**config.mk**
```make
export PLATFORM = sky130hd
export DESIGN_NAME = half_adder
export DESIGN_NICKNAME = d
export VERILOG_FILES = /design/src/rtl/half_adder.sv
export SDC_FILE = /design/constraint.sdc
export NUM_CORES = 1
export LEC_CHECK = 0
export ABC_AREA = 1
export CELL_PAD_IN_SITES_DETAIL_PLACEMENT = 1
export CELL_PAD_IN_SITES_GLOBAL_PLACEMENT = 2
export CORE_MARGIN = 4
export CORE_UTILIZATION = 22
export DETAILED_ROUTE_END_ITERATION = 16
export PLACE_DENSITY = 0.82
export SYNTH_ARGS = -nofsm -noshare
export SYNTH_HDL_FRONTEND = slang
export SYNTH_SLANG_ARGS = --single-unit
```
**constraint.sdc**
```tcl
create_clock -name clk -period 1.25 [get_ports clk]
set_input_delay 0.1875 -clock clk [delete_from_list [all_inputs] [get_ports clk]]
set_output_delay 0.1875 -clock clk [all_outputs]
set_load 0.05 [all_outputs]
```
**src/rtl/half_adder.sv**
```systemverilog
// ============================================================================
//  Module   : half_adder
//  Purpose  : Single-bit half adder, with registered result, valid strobe and
//             a saturating carry-event counter.
//  Revision : 1.0 - initial release
// ============================================================================
`default_nettype none

module half_adder #(
   parameter int CNT_W = 8
) (
   input  logic             clk,
   input  logic             rst_n,
   input  logic             a,
   input  logic             b,
   input  logic             in_valid,
   input  logic             cnt_clr,
   output logic             s,
   output logic             c,
   output logic             s_q,
   output logic             c_q,
   output logic             out_valid,
   output logic [CNT_W-1:0] carry_cnt
);

   localparam logic [CNT_W-1:0] CNT_MAX  = '1;
   localparam logic [CNT_W-1:0] CNT_ONE  = CNT_W'(1);
   localparam logic [CNT_W-1:0] CNT_ZERO = '0;

   logic             s_d;
   logic             c_d;
   logic             out_valid_d;
   logic [CNT_W-1:0] carry_cnt_d;
   logic [CNT_W-1:0] carry_cnt_q;

   // Core gates stay outside the clocked domain so they keep working in reset.
   assign s = a ^ b;
   assign c = a & b;

   always_comb begin
      s_d         = s_q;
      c_d         = c_q;
      out_valid_d = in_valid;
      carry_cnt_d = carry_cnt_q;

      if (in_valid) begin
         s_d = s;
         c_d = c;
      end

      if (cnt_clr) begin
         carry_cnt_d = CNT_ZERO;
      end else if (in_valid && c && (carry_cnt_q != CNT_MAX)) begin
         carry_cnt_d = carry_cnt_q + CNT_ONE;
      end
   end

   always_ff @(posedge clk or negedge rst_n) begin
      if (!rst_n) begin
         s_q         <= 1'b0;
         c_q         <= 1'b0;
         out_valid   <= 1'b0;
         carry_cnt_q <= CNT_ZERO;
      end else begin
         s_q         <= s_d;
         c_q         <= c_d;
         out_valid   <= out_valid_d;
         carry_cnt_q <= carry_cnt_d;
      end
   end

   assign carry_cnt = carry_cnt_q;

endmodule

`default_nettype wire

```
After elaboration in Yosys (flattened, before gate mapping)
Cells that the tools add are included.
{"block": "word_totals", "out_inout_bits": 13, "elab_cells": 13, "input_bits": 6, "register_bits": 11}
{"block": "classes", "n_addsub": 1, "n_eq_ne": 1, "n_reduce_logical": 3, "muxes": 2, "bitwise_logic": 2}
{"op": "two-way mux 8 bit", "n": 2}
{"op": "adder 8 x 1 -> 8 bit (second input constant)", "n": 1}
{"op": "!= test 8 bit (second input constant)", "n": 1}
{"op": "logical AND 1 bit", "n": 2}
{"op": "nonzero test 2 bit", "n": 1}
{"op": "AND 1 bit", "n": 1}
{"op": "bitwise XOR 1 bit", "n": 1}

Logic depth before layout (Yosys ltp)
Gate-level depths: netlist of run 1.
{"block": "depth", "depth_word": 5, "mapped_depth": 9, "mapped_depth_nobuf": 9}

Least setup slack after synthesis of run 1
Ideal clock, no wire load.
{"block": "synth_path", "path_type": "flip-flop to flip-flop", "from": "reg carry_cnt_q[1] (netlist: carry_cnt[1])", "to": "reg carry_cnt_q[3] (netlist: carry_cnt[3])", "setup_slack_ns": -0.306, "n_path_buf": 0, "path_stages_with_launch": 10, "setup_ns": 0.066, "period_less_slack_ns": 1.556, "required_ns": 1.184, "arrival_ns": 1.490, "cell_sequence": "dfrtp_1 ha_1 nand2_2 nor2_2 nand2_1 nand2_2 nand2_4 clkinv_4 nand2_1 nand2_1"}
{"block": "synth_between", "elab_chain_cells": 3, "elab_cells_between_ends": 6, "cone_classes": "add/sub (1); eq/ne (1); mux (2); reduce/logical (2)"}
{"item": "start: declaration", "line": "34", "text": "logic [CNT_W-1:0] carry_cnt_q;"}
{"item": "start signal: assignment", "line": "68", "text": "carry_cnt_q <= carry_cnt_d;"}
{"item": "adder 8 x 1 -> 8 bit or != test 8 bit (tied branches)", "line": "54, 53"}
{"item": "two-way mux 8 bit or logical AND 1 bit (tied branches)", "line": "53", "text": "end else if (in_valid && c && (carry_cnt_q != CNT_MAX)) begin"}
{"item": "two-way mux 8 bit or nonzero test 2 bit (tied branches)"}
Several ways; a longest one is shown, not always the timed one. The select of a mux whose other input is x is not followed.
A chain may end at the register's enable or synchronous reset.

Worst setup path in the final report of run 1
{"block": "layout_path", "from": "reg carry_cnt_q[0] (netlist: carry_cnt[0])", "to": "reg carry_cnt_q[3] (netlist: carry_cnt[3])"}
Same word-level chain as after synthesis.

==> results of run 1 <==
## metrics by stage
step           TNS, ns  instances
3_3_place_gp     -1.62        141
5_1_grt         -0.447        145
6_report       -0.0181        145
2_1_floorplan   -0.598         81
3_5_place_dp     -1.99        141
4_1_cts        -0.0144        145
## cells by family after synthesis
group | count (synthesis)
fa+ha+maj | 2
xor+xnor | 1
simple gates | 45
compound gates | 9
flops | 11
buf+inv | 12
mux | 1
## final timing paths
path | startpoint | endpoint | slack, ns | cells past startpoint
max in group asynchronous | rst_n | carry_cnt[4] | 0.88 | 2
min | rst_n | s_q | 0.20 | 2
min in group clk | b | s_q | 0.46 | 3
min reg2reg | carry_cnt[6] | carry_cnt[6] | 0.55 | 2
max | carry_cnt[0] | carry_cnt[3] | -0.007 | 9
max reg2reg | carry_cnt[0] | carry_cnt[3] | -0.007 | 9
## area by class of cell
| cell class | instances | share of cell area [%] |
|---|---|---|
| inverters | 12 | 4.31 |
| clock buffers | 4 | 2.26 |
| flip-flops and latches | 11 | 24.5 |
| multi-input cells | 58 | 32.0 |
| repair buffers | 29 | 33.6 |
| well taps | 31 | 3.34 |
## placed cells by master, fill, tap and decap left out
cell,Yosys,routed
clkdlybuf4s50_1,0,3
buf_12,0,13
o21ai_0,1,1
a21oi_1,3,2
nand2_4,1,2
clkbuf_4,0,3
nor2_1,5,3
nor2_4,0,3
o21ai_1,1,1
nand3_1,9,9
mux2_2,1,1
o21bai_1,3,3
xor2_1,1,1
dlygate4sd2_1,0,2
clkinv_4,1,1
inv_1,11,11
dfrtp_1,11,4
nand2_2,2,5
a21oi_2,1,1
buf_4,0,11
dfrtp_2,0,7
nand2_1,25,21
nor2_2,2,1
clkbuf_1,0,1
ha_4,0,2
a21oi_4,0,1
nor3_1,1,1
## report_power, final
group | internal (mW) | switching, mW
combinational | 0.137 | 0.150
clock | 0.124 | 0.130
sequential | 0.374 | 0.0210
## worst max-delay path: stages (launching register included)
cell      delay (ns)
dfrtp_2         0.43
ha_4            0.17
nand2_4         0.08
nor2_4          0.04
nand2_2         0.06
nand2_2         0.06
nand2_4         0.10
clkinv_4        0.09
nand2_1         0.06
nand2_1         0.05
## flip-flops by register name (all words and copies together) (netlist names)
register	flops
s_q	1
c_q	1
carry_cnt	8
out_valid	1
## timing repair
| action | in CTS | in global routing |
|---|---|---|
| pin swaps | 1 | 1 |
| endpoints found under the setup margin | 7 | 9 |
| resized for setup | 4 | 11 |
| hold endpoints to repair | 0 | 0 |
## per-layer routing
| metal | vias up | part of all wire (%) | routed length [µm] | GRT usage (%) |
|---|---|---|---|---|
| li1 | 320 | - | - | - |
| met1 | 306 | 44 | 810 | 15.5 |
| met4 | 0 | 1.5 | 27 | 5.26 |
| met3 | 2 | 5.9 | 109 | 3.77 |
| met5 | - | 0 | 0 | 0 |
| met2 | 16 | 49 | 895 | 19.0 |
==> flow_summary_export.csv, run 1 <==
group,metric,value,unit
sta,period_share,101,%
routing,drcViolationCount,0,
synthesis,seq_area_frac_synth,44.0,%
final_layout,multiInputGateArea,372,µm²
sta,fin_skew,0.00627,ns
sta,max_freq,0.795,GHz
floorplan,die_area,0.00376,mm²
synthesis,synth_top_family_by_area,"simple AND/OR/NAND/NOR gates",
synthesis,synth_fa_ha_area_share,4.00,%
critical_path,required,1.42,ns
critical_path,cp-end-kind,"register",
floorplan,start_util,22.9,%
sta,min_period,1.26,ns
critical_path,cp_max_fo,6,
synthesis,syn_area_per_cell,7.72,µm²
placement,place_area,0.00108,mm²
synthesis,async_flop_share,100,%
synthesis,synth_enable_flop_cells,0,
flow_run,max_cap_violations,0,
clocking,post-cts-setup-buffers,0,
synthesis,synthMuxAreaShare,1.80,%
sta,slew_violations,0,
final_layout,drive_above_1_share,44.7,%
clocking,max-clock-path-buffers,2,
synthesis,netlist-cell-type-count,18,
placement,port_buffers,18,
final_layout,finalCoreUtilization,42.5,%
pwr,leakagePower,0.530,nW
synthesis,netlist_area,626,µm²
pwr,total_power,0.936,mW
synthesis,ys_ff_latch,11,
clocking,h-tree-depth,1,
floorplan,pin_count,19,
global_routing,grt_pass1_wl,3350,µm
floorplan,fp.coreArea,0.00273,mm²
final_layout,regArea,284,µm²
critical_path,crit_arrival,1.42,ns
routing,num_vias,644,
synthesis,syn_inst,81,
synthesis,ys_warn_count,0,
final_layout,nNetsFinal,123,
sta,finalHoldViolCount,0,
synthesis,synth_top_area_share,44.0,%
synthesis,synth-xor-area-share,1.40,%
synthesis,yosysMostFrequentCell,"nand2_1",
global_routing,antenna_found_initial,0,
global_routing,grt_usage,12.2,%
run_status,status,"complete, but fails checks",
routing,final_antenna_net_count,0,
final_layout,fillers,311,
sta,tightest_slew,0.221,ns
routing,drtIter0Drc,5,
routing,first_pass_iters,2,
floorplan,core.rowCount,19,
synthesis,synthesis.nets,89,
hold_path,hp-class,"in -> async",
placement,gp_congestion,0.789,
final_layout,fin_area,0.00116,mm²
sta,fin_hold_ws,0.197,ns
pwr,powerDensity,806,mW/mm²
clocking,cts_buffers,3,
global_routing,grt_pass1_vias,732,
routing,wl_per_cell,12.7,µm
sta,layout_setup_ws,-0.00739,ns
global_routing,grt_overflow,0,
clocking,cts.sinks,11,
sta,slew_headroom,85.3,%
pwr,ir_drop,0.000582,V
routing,routed_wl,1840,µm
run_status,violations,"negative setup slack",
sta,finalSetupViolCount,3,
final_layout,area_growth,85.6,%
sta,rsz0062_at_grt,"true",
synthesis,yosysTopAreaCell,"dfrtp_1",
synthesis,synthFlopType,"dfrtp_1",
global_routing,grt_max_degree,12,
clocking,root_buffer,"clkbuf_4",
clocking,holdBufCountCts,0,
clocking,insertion_delay,0.28,ns
routing,vias_per_cell,4.44,
synthesis,synth-simple-area-share,31.8,%
final_layout,diodes,0,
critical_path,worstSetupStartpointType,"register",
floorplan,fp.dieH,61.3,µm
placement,dp_slack,-0.265,ns
clocking,clk_pin_slew_worst_paths,0.08,ns
synthesis,synth.top_cells.by_count,"nand2_1 (25), dfrtp_1 (11), inv_1 (11)",
synthesis,synth_compound_area_share,9.00,%
critical_path,crit_type,"reg -> reg",
placement,place_hpwl,1520,µm
floorplan,die_x,61.3,µm
clocking,cts_tree,"built",
synthesis,yosys-top-cells-area,"dfrtp_1 (44%), nand2_1 (15%), nand3_1 (7.2%)",
Note: power is estimated with default switching activity, not from simulation.
==> inputs of run 2 (changes only) <==
--- a/config.mk
+++ b/config.mk
@@ -6,12 +6,13 @@
 export NUM_CORES = 1
 export LEC_CHECK = 0
 export ABC_AREA = 1
+export CAP_MARGIN = 25
 export CELL_PAD_IN_SITES_DETAIL_PLACEMENT = 1
 export CELL_PAD_IN_SITES_GLOBAL_PLACEMENT = 2
 export CORE_MARGIN = 4
-export CORE_UTILIZATION = 22
+export CORE_UTILIZATION = 24
 export DETAILED_ROUTE_END_ITERATION = 16
-export PLACE_DENSITY = 0.82
+export PLACE_DENSITY = 0.85
 export SYNTH_ARGS = -nofsm -noshare
 export SYNTH_HDL_FRONTEND = slang
 export SYNTH_SLANG_ARGS = --single-unit
==> constraint.sdc (replaced) <==
create_clock -name clk -period 1.2 [get_ports clk]
set_input_delay 0.18 -clock clk [delete_from_list [all_inputs] [get_ports clk]]
set_output_delay 0.18 -clock clk [all_outputs]
set_load 0.05 [all_outputs]
==> run 2 against run 1 <==
The run still ends with negative setup slack left; global-route usage rose by 0.48 points; clock skew down 0.0042 ns; via count grew 7.0%; largest power group unchanged; first-iteration DRC count increased by 80%; design area is 7.5% higher; final cell count is 4.8% higher; largest cell class unchanged; routed wire length increased by 6.8%; worst hold slack better by 0.013 ns; register-to-register slack got worse by 0.05 ns; worst setup slack lost 0.052 ns; die area is 7.3% lower; sequential cell count did not move.
==> flow_summary_export.csv, run 2 (synthesis gave the netlist of run 1 again) <==
group,metric,value,unit
clocking,insertion_delay,0.27,ns
final_layout,final_common_cell,"buf_4",
clocking,cts_tree,"built",
final_layout,layout_common_cells,"buf_4 (16), nand2_1 (15), buf_12 (13)",
final_layout,largest_reg_flops,8,
routing,wl_per_cell,12.9,µm
final_layout,diodes,0,
pwr,p_int,0.679,mW
pwr,ir_drop,0.000666,V
floorplan,pin_count,19,
placement,placed_cells,145,
final_layout,drive_above_1_share,53.3,%
final_layout,instances_no_fill,152,
clocking,cts.sinks,11,
critical_path,path_cells,"ha_4 -> nand2_4 -> nor2_4 -> nand2_2 -> nand2_2 -> nand2_4 -> clkinv_4 -> nand2_2 -> nand2_1",
floorplan,core.rowCount,18,
final_layout,multiInputGateArea,389,µm²
flow_run,max_cap_violations,0,
critical_path,rrSetupSlack,-0.06,ns
critical_path,r2r-end,"carry_cnt[1]",
global_routing,grt_pass1_vias,740,
critical_path,critPathSlowestCell,"dfrtp_2",
clocking,h-tree-depth,1,
pwr,p_clk_share,26.0,%
sta,finalHoldViolCount,0,
clocking,cts_buffers,3,
run_status,status,"complete, but fails checks",
critical_path,worstSetupStartpointType,"register",
critical_path,crit_type,"reg -> reg",
placement,place_area,0.00112,mm²
global_routing,antenna_found_initial,0,
clocking,root_buffer,"clkbuf_4",
routing,final_antenna_net_count,0,
sta,slew_headroom,83.3,%
pwr,sw_frac_of_total,32.1,%
run_status,violations,"negative setup slack",
clocking,max-clock-path-buffers,2,
placement,place_hpwl,1560,µm
floorplan,start_util,25.3,%
global_routing,grt_pass1_wl,3350,µm
sta,fin_skew,0.00206,ns
sta,fin_hold_ws,0.210,ns
pwr,p_sw,0.320,mW
critical_path,crit_arrival,1.42,ns
final_layout,finalCoreUtilization,50.4,%
final_layout,nNetsFinal,131,
routing,first_pass_iters,4,
sta,layout_setup_ws,-0.0593,ns
floorplan,die_area,0.00349,mm²
critical_path,r2r_cells,9,
critical_path,crit_top_cell,"nand2_2",
sta,min_period,1.26,ns
placement,port_buffers,18,
floorplan,fp.dieH,59.1,µm
critical_path,r2r_start,"carry_cnt[0]",
pwr,total_power,0.999,mW
floorplan,die_x,59.1,µm
sta,slew_violations,0,
critical_path,required,1.36,ns
final_layout,fin_area,0.00125,mm²
critical_path,cp-end-kind,"register",
routing,drcViolationCount,0,
final_layout,area_growth,99.6,%
global_routing,grt_usage,12.7,%
final_layout,fillers,294,
sta,tightest_slew,0.250,ns
sta,period_share,105,%
critical_path,critical-path-max-stage-delay,0.43,ns
final_layout,regArea,284,µm²
critical_path,crit_start,"carry_cnt[0]",
global_routing,grt_max_degree,12,
pwr,pwr-share-comb,33.0,%
sta,finalSetupViolCount,8,
sta,max_freq,0.794,GHz
pwr,leakagePower,0.587,nW
sta,rsz0062_at_grt,"true",
routing,vias_per_cell,4.53,
pwr,pwr-share-seq,41.0,%
critical_path,cp_max_fo,6,
clocking,clk_pin_slew_worst_paths,0.07,ns
global_routing,grt_overflow,0,
floorplan,fp.coreArea,0.00248,mm²
hold_path,hp-class,"in -> async",
pwr,powerDensity,800,mW/mm²
placement,gp_congestion,0.822,
routing,drtIter0Drc,9,
routing,num_vias,689,
routing,routed_wl,1970,µm
==> run 2: changes by cell type in the layout (fill, tap and decap cells not counted), sizes merged <==
cell / change
buf: +8
==> run 2: timing repair <==
action	CTS	global route
hold buffers	0	0
pin swaps	5	5
endpoints found under the setup margin	10	14
hold endpoints to repair	0	0
setup buffers	0	3
gates resized for setup	10	14
==> run 2: power by group through the flow <==
stage / registers, mW / logic, mW / clock network [mW]
3_5_place_dp: 0.418 / 0.312 / 0
5_1_grt: 0.413 / 0.348 / 0.291
3_3_place_gp: 0.415 / 0.305 / 0
2_1_floorplan: 0.473 / 0.0738 / 0
6_report: 0.410 / 0.329 / 0.260
4_1_cts: 0.411 / 0.320 / 0.271
==> run 2: area by class of cell <==
type	instances	share of cell area, %
repair buffers	37	37.0
multi-input cells	58	31.2
flip-flops and latches	11	22.7
inverters	12	4.01
well taps	30	3.01
clock buffers	4	2.10
==> run 2: stage by stage <==
stage / worst slack, ns / setup TNS (ns)
after floorplan: -0.143 / -0.998
after global placement: -0.268 / -2.04
after detailed placement: -0.336 / -2.60
after CTS: -0.0517 / -0.252
after global routing: -0.116 / -0.872
final: -0.0593 / -0.307
==> run 2: critical path, delay by kind of cell, from the launching register on <==
kind                       cells  cell delay (ns)
adders and majority gates      1             0.17
buffers and inverters          1             0.10
DFF                            1             0.43
and+or+nand+nor                7             0.44
==> run 2: worst max path at each step <==
stage / end / slack [ns] / cells past startpoint
after floorplan: carry_cnt[3] / -0.14 / 9
after global placement: carry_cnt[7] / -0.27 / 7
after detailed placement: carry_cnt[7] / -0.34 / 7
after CTS: carry_cnt[2] / -0.05 / 9
after global routing: carry_cnt[4] / -0.12 / 9
final: carry_cnt[1] / -0.06 / 9
==> run 2: layer usage <==
metal | vias to the layer above | part of all wire [%] | wire [µm] | track usage, %
met2 | 17 | 52 | 1020 | 21.5
met1 | 329 | 43 | 851 | 16.6
met4 | 0 | 0.97 | 19 | 3.88
li1 | 341 | - | - | -
met5 | - | 0 | 0 | 0
met3 | 2 | 3.9 | 76 | 1.74
==> inputs of run 3 (changes only) <==
--- a/config.mk
+++ b/config.mk
@@ -6,13 +6,15 @@
 export NUM_CORES = 1
 export LEC_CHECK = 0
 export ABC_AREA = 1
+export ABC_CLOCK_PERIOD_IN_PS = 1200
 export CAP_MARGIN = 25
 export CELL_PAD_IN_SITES_DETAIL_PLACEMENT = 1
 export CELL_PAD_IN_SITES_GLOBAL_PLACEMENT = 2
-export CORE_MARGIN = 4
+export CORE_MARGIN = 10
 export CORE_UTILIZATION = 24
 export DETAILED_ROUTE_END_ITERATION = 16
 export PLACE_DENSITY = 0.85
+export SLEW_MARGIN = 20
 export SYNTH_ARGS = -nofsm -noshare
 export SYNTH_HDL_FRONTEND = slang
 export SYNTH_SLANG_ARGS = --single-unit
==> run 3 against run 2 <==
Largest cell class unchanged; final cell count decreased by 2.0%; fmax rose by 0.27%; design area decreased by 3.0%; core utilization decreased by 1.5 points; routed wire length decreased by 0.71%; clock-buffer cell count is the same; non-clock buffer count decreased by 3; register-to-register slack about the same; the flow still finishes with violations (negative setup slack).
==> flow_summary_export.csv, run 3 (synthesis gave the netlist of run 1 again) <==
group,metric,value,unit
placement,dp_slack,-0.377,ns
final_layout,drive_above_1_share,49.6,%
critical_path,r2r-end,"carry_cnt[3]",
sta,period_share,105,%
global_routing,grt_overflow,0,
global_routing,grt_pass1_vias,739,
flow_run,max_cap_violations,0,
routing,drtIter0Drc,6,
final_layout,finalCoreUtilization,48.9,%
final_layout,area_growth,93.6,%
global_routing,grt_pass1_wl,3390,µm
global_routing,grt_usage,8.05,%
final_layout,instances_no_fill,149,
sta,slew_headroom,84.7,%
floorplan,die_area,0.00505,mm²
sta,layout_setup_ws,-0.0559,ns
sta,min_period,1.26,ns
final_layout,fin_area,0.00121,mm²
placement,place_area,0.00111,mm²
floorplan,start_util,25.3,%
clocking,max-clock-path-buffers,2,
sta,tightest_slew,0.230,ns
critical_path,rrSetupSlack,-0.06,ns
final_layout,nNetsFinal,128,
global_routing,grt_max_degree,12,
clocking,root_buffer,"clkbuf_4",
routing,first_pass_iters,4,
routing,vias_per_cell,4.40,
critical_path,required,1.37,ns
sta,max_freq,0.796,GHz
placement,port_buffers,18,
final_layout,largest_reg_flops,8,
critical_path,cp_max_fo,6,
sta,finalHoldViolCount,0,
routing,wl_per_cell,13.1,µm
final_layout,diodes,0,
clocking,cts_buffers,3,
sta,slew_violations,0,
floorplan,fp.dieH,71.1,µm
routing,drcViolationCount,0,
routing,final_antenna_net_count,0,
floorplan,pin_count,19,
placement,gp_congestion,0.856,
routing,routed_wl,1950,µm
sta,tns,-0.241,ns
floorplan,fp.coreArea,0.00248,mm²
critical_path,worstSetupStartpointType,"register",
critical_path,r2r_cells,9,
placement,place_hpwl,1610,µm
sta,finalSetupViolCount,6,
sta,fin_hold_ws,0.196,ns
floorplan,core.rowCount,18,
clocking,insertion_delay,0.27,ns
sta,rsz0062_at_grt,"true",
clocking,h-tree-depth,1,
pwr,powerDensity,814,mW/mm²
final_layout,final_common_cell,"nand2_1",
critical_path,crit_arrival,1.42,ns
routing,num_vias,655,
final_layout,layout_common_cells,"nand2_1 (20), buf_4 (14), buf_12 (13)",
placement,placed_cells,144,
run_status,violations,"negative setup slack",
sta,fin_skew,0.00204,ns
pwr,ir_drop,0.000576,V
clocking,clk_pin_slew_worst_paths,0.07,ns
hold_path,hp-class,"in -> async",
critical_path,r2r_start,"carry_cnt[0]",
pwr,total_power,0.986,mW
critical_path,cp-end-kind,"register",
clocking,holdBufCountCts,0,
run_status,status,"complete, but fails checks",
critical_path,crit_type,"reg -> reg",
pwr,leakagePower,0.561,nW
global_routing,antenna_found_initial,0,
clocking,cts_tree,"built",
clocking,cts.sinks,11,
floorplan,die_x,71.1,µm
run 3: critical path, stage by stage (launching register included):
cell and delay, ns:
dfrtp_2 0.43, ha_4 0.17, nand2_4 0.08, nor2_4 0.05
nand2_2 0.06, nand2_2 0.06, nand2_4 0.11, clkinv_4 0.08
nand2_1 0.06, nand2_1 0.05
run 3: what timing repair did:
item | CTS | global route
pin swaps | 2 | 5
setup buffers | 0 | 1
setup endpoints to repair | 8 | 13
cloned | 0 | 0
resized for setup | 8 | 11
run 3: worst max-delay path by stage:
stage	startpoint	endpoint	cells past startpoint
after floorplan	carry_cnt[1]	carry_cnt[3]	9
after global placement	a	carry_cnt[7]	7
after detailed placement	b	carry_cnt[7]	7
after CTS	carry_cnt[0]	carry_cnt[2]	9
after global routing	carry_cnt[0]	carry_cnt[1]	9
final	carry_cnt[0]	carry_cnt[3]	9
run 3: power by group:
group	internal (mW)	total, mW	switching (mW)	leakage (nW)
Combinational	0.153	0.316	0.162	0.412
Clock	0.129	0.261	0.132	0.0150
Sequential	0.389	0.409	0.0202	0.134
run 3: layer usage:
metal  track usage, %  share of wire, %  vias up
met5                0                 0        -
met4             2.58              0.97        0
met3             4.32               9.6        3
met2             12.8                47       20
met1             9.03                42      301
li1                 -                 -      331
run 3: final cells by class:
| cell class | count | area, µm² |
|---|---|---|
| tap | 30 | 37.5 |
| sequential | 11 | 284 |
| inverter | 12 | 50.0 |
| clock buffer | 4 | 26.3 |
| multi-input combinational | 58 | 378 |
| timing repair buffer | 34 | 435 |
| fill | 291 | 1270 |
==> RTL change, RTL diff (config.mk and constraints of run 2) <==
`CNT_W`: 8 -> 10.
--- a/src/rtl/half_adder.sv
+++ b/src/rtl/half_adder.sv
@@ -7,7 +7,7 @@
 `default_nettype none
 
 module half_adder #(
-   parameter int CNT_W = 8
+   parameter int CNT_W = 10
 ) (
    input  logic             clk,
    input  logic             rst_n,
Interface: changed (resized carry_cnt); port bits go from 19 to 21. No check against the original RTL was run, so the function may have changed too.
==> RTL change against run 2 <==
Cell count up 21%; the flow still finishes with violations (negative setup slack); die area is 18% higher; power rose by 0.63%; worst hold slack got worse by 0.0097 ns; clock skew up 0.012 ns; wire length is 43% higher; combinational power decreased by 22%; largest cell class unchanged; synthesized area is 21% higher; non-clock buffer count rose by 2; design area grew 15%; critical endpoint is now carry_cnt[7]; sequential cell count is 2 higher; worst setup slack got worse by 0.025 ns.
==> RTL change: results (changes against run 2) <==
metric;value;unit;change
num-nets-final;149;;+14%
antenna_found_initial;0;;unchanged
wl_met3;72;um;-5.3%
largest_reg_flops;10;;+2
worst_hold_slack;0.2001;ns;-0.009692 ns
cp.arrival;1.45;ns;+0.03 ns
setup_slack;-0.08435;ns;-0.02507 ns
synth_area_leaders;dfrtp_1 43%, nand2_1 14%, nand3_1 11%;;
run_status;finished with violations;;
reg2regPathDepth;7;;-2
clk_pin_slew;0.10;ns;+0.03 ns
skew;0.01428;ns;+0.01222 ns
syn_nets;106;;+19%
crit_path_top_delay_cell;dfrtp_2;;
crit_fanout;6;;unchanged
ys_seq_area_share;42.98;%;-1.0 points
setup_viol;11;;+3
grt_use_total;15.13;%;+2.5 points
violations;negative setup slack;;
initialDrtViolationCount;27;;+18
critPathTopFamily;flip-flops;;
sw_frac_of_total;30.57;%;-1.5 points
postPlaceCellArea;1306;um2;+17%
use_met2;29.42;%;+8.0 points
wl_per_cell;15.33;um;+18%
place.gp.congestion;0.7218;;-12%
io_buffers;20;;+2
vdd_drop_max;301.1;uV;-55%
syn_inst;98;;+21%
dp_hpwl;2075;um;+33%
m1WireLength;1086;um;+28%
wirelength;2820;um;+43%
place_ws;-0.3222;ns;+0.01340 ns
clk_path_buf_depth;2;;unchanged
ys_types;19;;+1
fin_tns_setup;-0.4696;ns;-0.1630 ns
fill_cells;344;;+17%
grt_max_degree;14;;+2
relSlewSlack;85.33;%;+2.0 points
synth_common_cells;28 x nand2_1, 17 x nand3_1, 13 x dfrtp_1;;
dr_wl_met2;1626;um;+59%
final_cell_area;1433;um2;+15%
grt_use_met3;2.460;%;+0.72 points
drive_gt1_share;45.71;%;-7.6 points
viasPerCell;4.522;;-0.25%
r2r-end;carry_cnt[7];;
grt_pass1_vias;998;;+35%
r2r-start;carry_cnt[1];;
grt_use_met1;16.27;%;-0.35 points
power_leakage;0.6532;nW;+11%
grt_pass1_wl;4795;um;+43%
[RTL change: cell types whose count changed in the layout (fill, tap and decap cells not counted), moves of 4 or more]
| cell | run 2 | this run |
|---|---|---|
| nand2_1 | 15 | 26 |
| nand2_2 | 10 | 3 |
| nand3_1 | 8 | 12 |
| nand3_2 | 1 | 5 |
[RTL change: power groups by stage]
stage | Combinational, mW | Clock, mW | Sequential (mW)
2_1_floorplan | 0.0584 | 0 | 0.517
3_3_place_gp | 0.236 | 0 | 0.473
3_5_place_dp | 0.241 | 0 | 0.474
4_1_cts | 0.255 | 0.286 | 0.465
5_1_grt | 0.268 | 0.321 | 0.467
6_report | 0.256 | 0.285 | 0.465
[RTL change: final cells by class]
| cell class | count | share of cell area, % |
|---|---|---|
| inverters | 12 | 3.319 |
| multi-input cells | 72 | 31.97 |
| clock buffers | 4 | 1.834 |
| well taps | 44 | 3.843 |
| repair buffers | 39 | 35.81 |
| flip-flops and latches | 13 | 23.23 |
[RTL change: logic make-up after synthesis]
kind of cell,synth area share (%)
muxes,1.487
adders and majority gates,3.305
xor gates and xnor gates,2.314
DFF,42.97
and+or+nand+nor,34.21
AOI/OAI and AO/OA,7.601
buffers and inverters,8.098
[RTL change: repair_timing]
item,CTS,global route
gates resized for setup,17,7
endpoints found under the setup margin,13,19
buffers inserted,1,0
cloned,1,0
pin swaps,11,2
endpoints found under the hold margin,0,0
[RTL change: worst max-delay path by stage]
stage / startpoint / to
after floorplan: carry_cnt[0] / carry_cnt[8]
after global placement: a / carry_cnt[0]
after detailed placement: a / carry_cnt[2]
after CTS: carry_cnt[0] / carry_cnt[2]
after global routing: carry_cnt[0] / carry_cnt[8]
final: carry_cnt[1] / carry_cnt[7]
